### src/rtl/hs_sender.sv
// Four-phase request/acknowledge sender: latches a payload on send, raises req_out,
// waits for the synchronized acknowledge (or a timeout) and reports done or err.
module hs_sender #(
    parameter int WIDTH   = 8,
    parameter int TIMEOUT = 255
) (
    input  logic             clk,
    input  logic             reset,
    input  logic             send,
    input  logic [WIDTH-1:0] din,
    input  logic             ack_in,
    output logic             req_out,
    output logic [WIDTH-1:0] data_out,
    output logic             busy,
    output logic             done,
    output logic             err
);

    typedef enum logic [1:0] {
        IDLE,
        REQ,
        REL,
        FIN
    } state_t;

    localparam logic [7:0] CNT_LAST = 8'(TIMEOUT - 1);

    state_t           state_q, state_d;
    logic             req_q, req_d;
    logic [WIDTH-1:0] data_q, data_d;
    logic [7:0]       cnt_q, cnt_d;
    logic             abort_q, abort_d;
    logic             ack_m_q, ack_m_d;
    logic             ack_s_q, ack_s_d;

    // ack_in is asynchronous to clk; only ack_s_q may be used by the FSM.
    assign ack_m_d = ack_in;
    assign ack_s_d = ack_m_q;

    // NOTE: every output of this block is given a default first, so no path leaves a
    // variable unassigned and no latch is inferred.
    always_comb begin
        state_d = state_q;
        req_d   = req_q;
        data_d  = data_q;
        cnt_d   = cnt_q;
        abort_d = abort_q;

        unique case (state_q)
            IDLE: begin
                if (send) begin
                    data_d  = din;
                    req_d   = 1'b1;
                    cnt_d   = 8'd0;
                    abort_d = 1'b0;
                    state_d = REQ;
                end
            end
            REQ: begin
                if (ack_s_q) begin
                    req_d   = 1'b0;
                    state_d = REL;
                end else if (cnt_q == CNT_LAST) begin
                    req_d   = 1'b0;
                    abort_d = 1'b1;
                    state_d = REL;
                end else if (cnt_q != 8'hFF) begin
                    cnt_d = cnt_q + 8'd1;
                end
            end
            REL: begin
                // A late acknowledge after a timeout is drained here before returning.
                if (!ack_s_q) begin
                    state_d = FIN;
                end
            end
            FIN: begin
                state_d = IDLE;
            end
            default: begin
                state_d = IDLE;
            end
        endcase
    end

    // NOTE: sequential state uses non-blocking assignments so every flop samples the
    // pre-edge value of every other flop.
    always_ff @(posedge clk or negedge reset) begin
        if (!reset) begin
            state_q <= IDLE;
            req_q   <= 1'b0;
            data_q  <= '0;
            cnt_q   <= 8'd0;
            abort_q <= 1'b0;
            ack_m_q <= 1'b0;
            ack_s_q <= 1'b0;
        end else begin
            state_q <= state_d;
            req_q   <= req_d;
            data_q  <= data_d;
            cnt_q   <= cnt_d;
            abort_q <= abort_d;
            ack_m_q <= ack_m_d;
            ack_s_q <= ack_s_d;
        end
    end

    assign req_out  = req_q;
    assign data_out = data_q;
    assign busy     = (state_q != IDLE);
    assign done     = (state_q == FIN) && !abort_q;
    assign err      = (state_q == FIN) && abort_q;

endmodule

### config.mk
export PLATFORM = sky130hd
export DESIGN_NAME = hs_sender
export DESIGN_NICKNAME = d
export VERILOG_FILES = /design/src/rtl/hs_sender.sv
export SDC_FILE = /design/constraint.sdc
export NUM_CORES = 1
export LEC_CHECK = 0
export ABC_AREA = 1
export ABC_CLOCK_PERIOD_IN_PS = 2100
export CAP_MARGIN = 20
export CORE_MARGIN = 3
export CORE_UTILIZATION = 35
export DETAILED_ROUTE_END_ITERATION = 8
export PLACE_DENSITY = 0.67
export SYNTH_ARGS = -nofsm -noshare
export SYNTH_HDL_FRONTEND = slang
export SYNTH_SLANG_ARGS = --single-unit
### constraint.sdc
create_clock -name clk -period 2.1 [get_ports clk]
set_input_delay 0.42 -clock clk [delete_from_list [all_inputs] [get_ports clk]]
set_output_delay 0.42 -clock clk [all_outputs]
set_load 0.005 [all_outputs]
Word-level counts from Yosys, hierarchy flattened
Index checks and enable logic that the tools add are counted.
{"block": "totals", "register_bits": 22, "in_bits": 12, "output_inout_bits": 12, "wordCells": 49}
{"block": "op_classes", "addsub": 1, "eq_ne": 12, "mux": 18, "n_reduce_logical": 11}
{"op": "$mux W8", "count": 4}
{"op": "$pmux W8 S2", "count": 1}
{"op": "$ne A2 B2 Y1 const B", "count": 6}
{"op": "$add A8 B1 Y8 const B", "count": 1}
{"op": "$eq A8 B8 Y1 const B", "count": 1}
{"op": "$mux W2", "count": 4}
{"op": "$ne A8 B8 Y1 const B", "count": 1}
{"op": "$pmux W2 S4", "count": 1}
{"op": "$mux W1", "count": 6}
{"op": "$reduce_and A3 Y1", "count": 2}
{"op": "$reduce_and A5 Y1", "count": 1}
{"op": "$eq A2 B2 Y1 const B", "count": 2}
{"op": "$pmux W1 S2", "count": 2}
{"op": "$reduce_and A4 Y1", "count": 1}
{"op": "$reduce_bool A2 Y1", "count": 2}
{"op": "$ne A3 B3 Y1 const B", "count": 1}
{"op": "$eq A2 B1 Y1 const B", "count": 1}
{"op": "$logic_and A1 B1 Y1", "count": 2}
{"op": "$logic_not A2 Y1", "count": 1}
{"op": "$reduce_and A2 Y1", "count": 1}
{"op": "$logic_not A1 Y1", "count": 1}

Logic depth before layout (Yosys ltp)
Gate-level depths: netlist of the first run.
{"block": "depth", "word_depth": 5, "ltp_mapped": 9, "depth_no_buf": 9}

Worst setup path before layout of the first run
OpenSTA, ideal clock, no wires.
{"block": "synth_path", "path_type": "register to register", "startpoint": "register state_q[0]", "endpoint": "register cnt_q[3]", "setup_time_ns": 0.127, "arrival_ns": 1.348, "required_time_ns": 1.973, "setup_slack_ns": 0.625, "stages_incl_launch_ff": 10, "path_buffers": 1, "synth_period_minus_slack_ns": 1.475, "cell_sequence": "dfrtp_1 -> inv_1 -> ha_1 -> inv_2 -> nand2_1 -> a22oi_1 -> nand2_2 -> buf_6 -> nand2_1 -> o21ai_0"}
{"block": "synth_via", "elab_chain_len": 3, "elab_cells_between_ends": 9, "classes_between": "eq/ne: 5; mux: 1; reduce/logical: 3"}
{"item": "start, declared", "line_no": "28", "rtl": "state_t state_q, state_d;"}
{"item": "start signal, assigned", "line_no": "98", "rtl": "state_q <= state_d;"}
{"item": "$eq A2 B1 Y1 or $logic_not A2 Y1 (tied branches)", "line_no": "49", "rtl": "unique case (state_q)"}
{"item": "$ne A2 B2 Y1 (no line) or $reduce_bool A2 Y1 (tied branches)"}
{"item": "$reduce_and A5 Y1 (no line)"}
{"item": "end signal, assigned", "line_no": "101", "rtl": "cnt_q <= cnt_d;"}
{"item": "end, declared", "line_no": "31", "rtl": "logic [7:0] cnt_q, cnt_d;"}
Parallel ways exist; a longest one is shown, timed or not.
A chain may end at the register's enable or synchronous reset.

Final worst setup path of the first run
{"block": "layout_path", "startpoint": "register state_q[0]", "endpoint": "output port busy"}
{"block": "layout_via", "elab_chain_len": 1}
{"item": "$reduce_bool A2 Y1", "line_no": "110", "rtl": "assign busy = (state_q != IDLE);"}
{"item": "end, declared", "line_no": "14", "rtl": "output logic busy,"}
Every way passes these cells.

==> key figures, run 1 <==
Outcome
  • Status: finished, final reports clean

Timing
  • Slew @ Worst Pin: 0.286 ns
  • Period utilisation layout: 96.8%
  • Peak Freq: 492 MHz
  • Setup-failing EPs final: 0
  • Final slew viol count: 0
  • Minimum clock period: ~2 ns
  • Final hold violation count: 0
  • Clk_skew: 0.00458 ns
  • Rel. slew slack: 81.0%

GRT
  • First-pass GRT wire length: 3.91 mm
  • Vias in the first global route: 959
  • Total global routing overflow: 0
  • GRT Overall Usage: 11.8%
  • Initial antenna violation count: 0
  • Largest net degree at the start of global routing: 23

Pwr
  • Total power draw: about 0.0016 W
  • P_int: a little under 0.001 W
  • Logic pwr share: a little under half
  • Sw frac: 37.6%
  • Power density cells: 1100 nW/um^2
  • Clk pwr share: 11.7%
  • Power share of the sequential group: 40.3%
  • Peak VDD IR: 0.588 mV
  • NetSw: 0.000599 W
  • Leak Pwr: 0.710 nW

Clock network
  • Clock sink count: 22
  • CTS tree: done
  • Root Buffer: clkbuf_4
  • Clock Pin Slew Worst Setup and Hold Paths: 0.12 ns
  • Worst-case clock buffer depth: 2
  • # hold bufs at CTS: 0
  • TritonCTS buffer count: 3
  • Worst skew pair latency: approximately 0.30 ns
  • H-Tree Level Count: 1
  • Number of gates resized after CTS: 0

Route
  • Vias per cell: between 4 and 5
  • Vias: 979
  • WL final: 2.22 mm
  • Final ANT Viol Nets: 0
  • Routed WL per cell: 10.2 um
  • DRT Pass-1 Iters: 4
  • DR iter-0 viols: 45
  • Residual DRC count: 0

Setup path
  • CP Cell Sequence: inv_1 -> ha_1 -> inv_2 -> clkdlybuf4s50_1
  • Worst R2R Path Depth: 7
  • Crit end category: output port
  • Crit-path max cell delay: around 0.50 ns
  • Setup CP Type: reg -> out
  • Slowest-stage cell, CP: clkdlybuf4s50_1
  • Arrival time at the worst endpoint: approximately 1.6 ns
  • Crit Path Max Fanout: 4
  • Startpoint types: register
  • Req. time, crit path: 1.68 ns

Synthesis
  • Ys Warns: 0
  • Post-synth net total: 165
  • Post-synth cell types: 18
  • #FFs+latches synth: 22
  • Sequential share of the synthesized area: 48.5%
  • Cells after Synth: 147
  • Mapped Area: 1140 sq um
  • Syn Area/Cell: 7.73 sq um

Placed design
  • GPL Wtd Cong: 0.778
  • Area after DPL: about 1400 sq um
  • Detail Placement HPWL: 1.68 mm
  • IO Port Bufs: 23
  • Inst Count DP: 214

Finish
  • # nets final: 194
  • Commonest non-fill, non-tap cells in the layout: 64 x nand2_1, 23 x clkdlybuf4s50_1, 22 x dfrtp_1
  • Filler cells: ~310
  • Area Overhead vs Synth: 27.9%
  • Finished Core Util: 47.2%
  • ANT cells: 0
  • Final instance area: 1450 sq um
  • Most common cell after layout, fill and taps aside: nand2_1
  • Share of layout cells above drive strength 1: 6.90%
  • Non-Filler Instances: 218

Floorplanning
  • I/O Pins: 24
  • Starting Density: 36.9%
  • Core area: slightly above 3000 sq um
  • Row count: 20
  • Die height: 63.0 um
  • Die X: about 63 um
  • Die ar.: 3970 sq um

Job
  • Max Cap Violations: 0

Worst hold path
  • Worst hold-check path type: reg -> reg
  • Worst Hold Depth: 0
==> final timing paths <==
check / startpoint / to / slack, ns
worst max register to register: state_q[0] / cnt_q[5] / 0.37
max in group asynchronous: reset / cnt_q[5] / 1.42
worst min register to register: ack_m_q / ack_s_q / 0.37
min in group asynchronous: reset / cnt_q[7] / 0.46
worst min-delay path: ack_m_q / ack_s_q / 0.37
worst max-delay path: state_q[0] / busy / 0.07
==> cell type report <==
cell class / count / area, sq um / area share [%]
multi-input combinational: 108 / 512 / 35.2
sequential: 22 / 551 / 37.9
clock buffer: 3 / 22.5 / 1.55
tap: 44 / 55.1 / 3.79
inverter: 14 / 52.6 / 3.62
timing repair buffer: 27 / 260 / 17.9
==> power by group through the flow <==
stage               Clock, W  Combinational, W  Sequential [W]
global route        0.000218          0.000870        0.000665
CTS                 0.000197          0.000761        0.000645
global placement           0          0.000735        0.000647
finish              0.000186          0.000764        0.000642
detailed placement         0          0.000755        0.000651
floorplan                  0          0.000433        0.000647
==> critical path, delay by kind of cell (launching register included) <==
family     cells  cell delay (ns)
flops          1             0.41
buf+inv        3             0.66
fa+ha+maj      1             0.24
==> through the flow <==
step / setup TNS [ns] / hold slack, ns / worst slack (ns)
final: 0 / 0.371 / 0.0674
after global routing: -0.00881 / 0.383 / -0.00881
after CTS: 0 / 0.377 / 0.0596
after detailed placement: 0 / 0.349 / 0.352
after global placement: 0 / 0.337 / 0.387
after floorplan: 0 / 0.124 / 0.625
==> sequential cells by signal, summed over array words and instances, names as in the netlist <==
register	count
cnt_q	8
state_q	2
data_out	8
ack_m_q	1
ack_s_q	1
abort_q	1
req_out	1
==> cells by family after synthesis <==
kind of cell | share of synthesized area, %
xor+xnor | 0.771
fa+ha+maj | 6.61
buf+inv | 6.50
flops | 48.5
simple gates | 31.1
compound gates | 6.61
==> per-layer routing <==
metal  wire (um)  global-route usage, %  share of wire [%]
met1        1020                   13.9                 46
met2        1040                   20.7                 47
met3         162                   3.60                7.3
met4           0                   3.03                  0
met5           0                      0                  0
==> repair_timing <==
| action | in CTS | in global routing |
|---|---|---|
| endpoints found under the setup margin | 0 | 1 |
| endpoints found under the hold margin | 0 | 0 |
| setup buffers | 0 | 1 |
==> Yosys cell counts (all sizes together) <==
| cell type | instances | area, sq um |
|---|---|---|
| a21oi | 1 | 5.00 |
| a22oi | 1 | 7.51 |
| buf | 3 | 21.3 |
| dfrtp | 22 | 551 |
| ha | 6 | 75.1 |
| inv | 14 | 52.6 |
| nand2 | 65 | 246 |
| nand3 | 11 | 60.1 |
| nor2 | 9 | 33.8 |
| o21ai | 11 | 55.1 |
| o21bai | 1 | 7.51 |
| or2 | 2 | 12.5 |
| xor2 | 1 | 8.76 |
Power figures use the tool's default switching activity.
==> run 2: changes to the inputs <==
--- a/config.mk
+++ b/config.mk
@@ -11,6 +11,7 @@
 export CORE_MARGIN = 3
 export CORE_UTILIZATION = 35
 export DETAILED_ROUTE_END_ITERATION = 8
+export GPL_ROUTABILITY_DRIVEN = 0
 export PLACE_DENSITY = 0.67
 export SYNTH_ARGS = -nofsm -noshare
 export SYNTH_HDL_FRONTEND = slang
==> results of run 2 <==
Same layout as run 1: the final DEF is identical, and so are final timing and power.
==> patch: new RTL, config.mk and constraints of run 2 <==
Set the parameter `WIDTH` to 10 (it was 8).
--- a/src/rtl/hs_sender.sv
+++ b/src/rtl/hs_sender.sv
@@ -1,7 +1,7 @@
 // Four-phase request/acknowledge sender: latches a payload on send, raises req_out,
 // waits for the synchronized acknowledge (or a timeout) and reports done or err.
 module hs_sender #(
-    parameter int WIDTH   = 8,
+    parameter int WIDTH   = 10,
     parameter int TIMEOUT = 255
 ) (
     input  logic             clk,
Interface: changed (resized data_out and din); port bits go from 24 to 28. No check against the original RTL was run, so the function may have changed too.
==> patch against run 2 <==
Die area increased by 7.1%; routed wire length is 14% higher; core utilization increased by 2.6 points; worst setup slack improved by 0.044 ns; power up 12%; sequential cell count is 2 higher; final area is 9.9% higher; area after synthesis is 7.8% higher; critical path depth did not move; largest cell class unchanged; largest power group unchanged.
==> patch: results (changes against run 2) <==
Power
  • Worst VDD drop: 475 uV (-19%)
  • Static Leak: 0.770 nW (+8.6%)
  • Sw Ratio: 36.4% (-1.2 points)

Global routing
  • Vias in the first global route: 1026 (+7.0%)
  • First-pass GRT wire length: 4.36 mm (+11%)
  • Largest net degree at the start of global routing: 25 (+8.7%)
  • Grt met3 use: 3.93% (+0.33 points)

Setup path
  • Reg2reg setup slack: 0.55 ns (+0.18 ns)
  • Worst reg2reg path endpoint: state_q[0]

Detailed routing
  • DR iter-0 viols: 60 (+33%)
  • WL final: 2.53 mm (+14%)
  • Top layer reached by signal wires: met4
  • Routed vias/inst: 4.55 (+1.2%)
  • Routed length on met1: 1.20 mm (+17%)
  • Via count: 1059 (+8.2%)

Logic synthesis
  • Post-Syn Nets: 177 (+7.3%)
  • Synth area leaders: dfrtp_1, nand2_1, ha_1, nand3_1, inv_1
  • Synth unique cells: 19 (+1)
  • Post-synth top cells: nand2_1, dfrtp_1, inv_1

Place
  • Post-DP Area: 1550 um2 (+9.0%)
  • Hpwl dp: 1.90 mm (+13%)
  • # port buffers: 27 (+17%)
  • Total placed cells including tap cells: 228 (+6.5%)

Timing
  • Worst Max-Slew Pin Slew: 0.444 ns (+0.159 ns)

Status
  • Status: finished, final reports clean

Cells and area
  • Multi-input gate share of the layout cell area: 34.6% (-0.67 points)
  • Clock network area share: 2.27% (+0.72 points)
  • Filler instances: 340 (+9.3%)
[patch: changes by cell type after synthesis, sizes merged]
| cell | run 2 | this run |
|---|---|---|
| nand2 | 65 | 70 |
| dfrtp | 22 | 24 |
| o21ai | 11 | 9 |
| a21boi | 0 | 1 |
| a21oi | 1 | 2 |
| a22oi | 1 | 0 |
| buf | 3 | 2 |
| clkbuf | 0 | 1 |
| clkinv | 0 | 1 |
| inv | 14 | 13 |
| nand3 | 11 | 12 |
| nand3b | 0 | 1 |
| nand4 | 0 | 1 |
| or2 | 2 | 3 |
[patch: how the worst max path moves through the flow]
stage / cells after the start / slack (ns) / endpoint / from
after floorplan: 9 / 0.68 / cnt_q[5] / state_q[0]
after global placement: 4 / 0.42 / busy / state_q[0]
after detailed placement: 6 / 0.36 / data_out[9] / send
after CTS: 4 / 0.04 / busy / state_q[0]
after global routing: 4 / 0.004 / done / state_q[1]
final: 4 / 0.11 / busy / state_q[1]
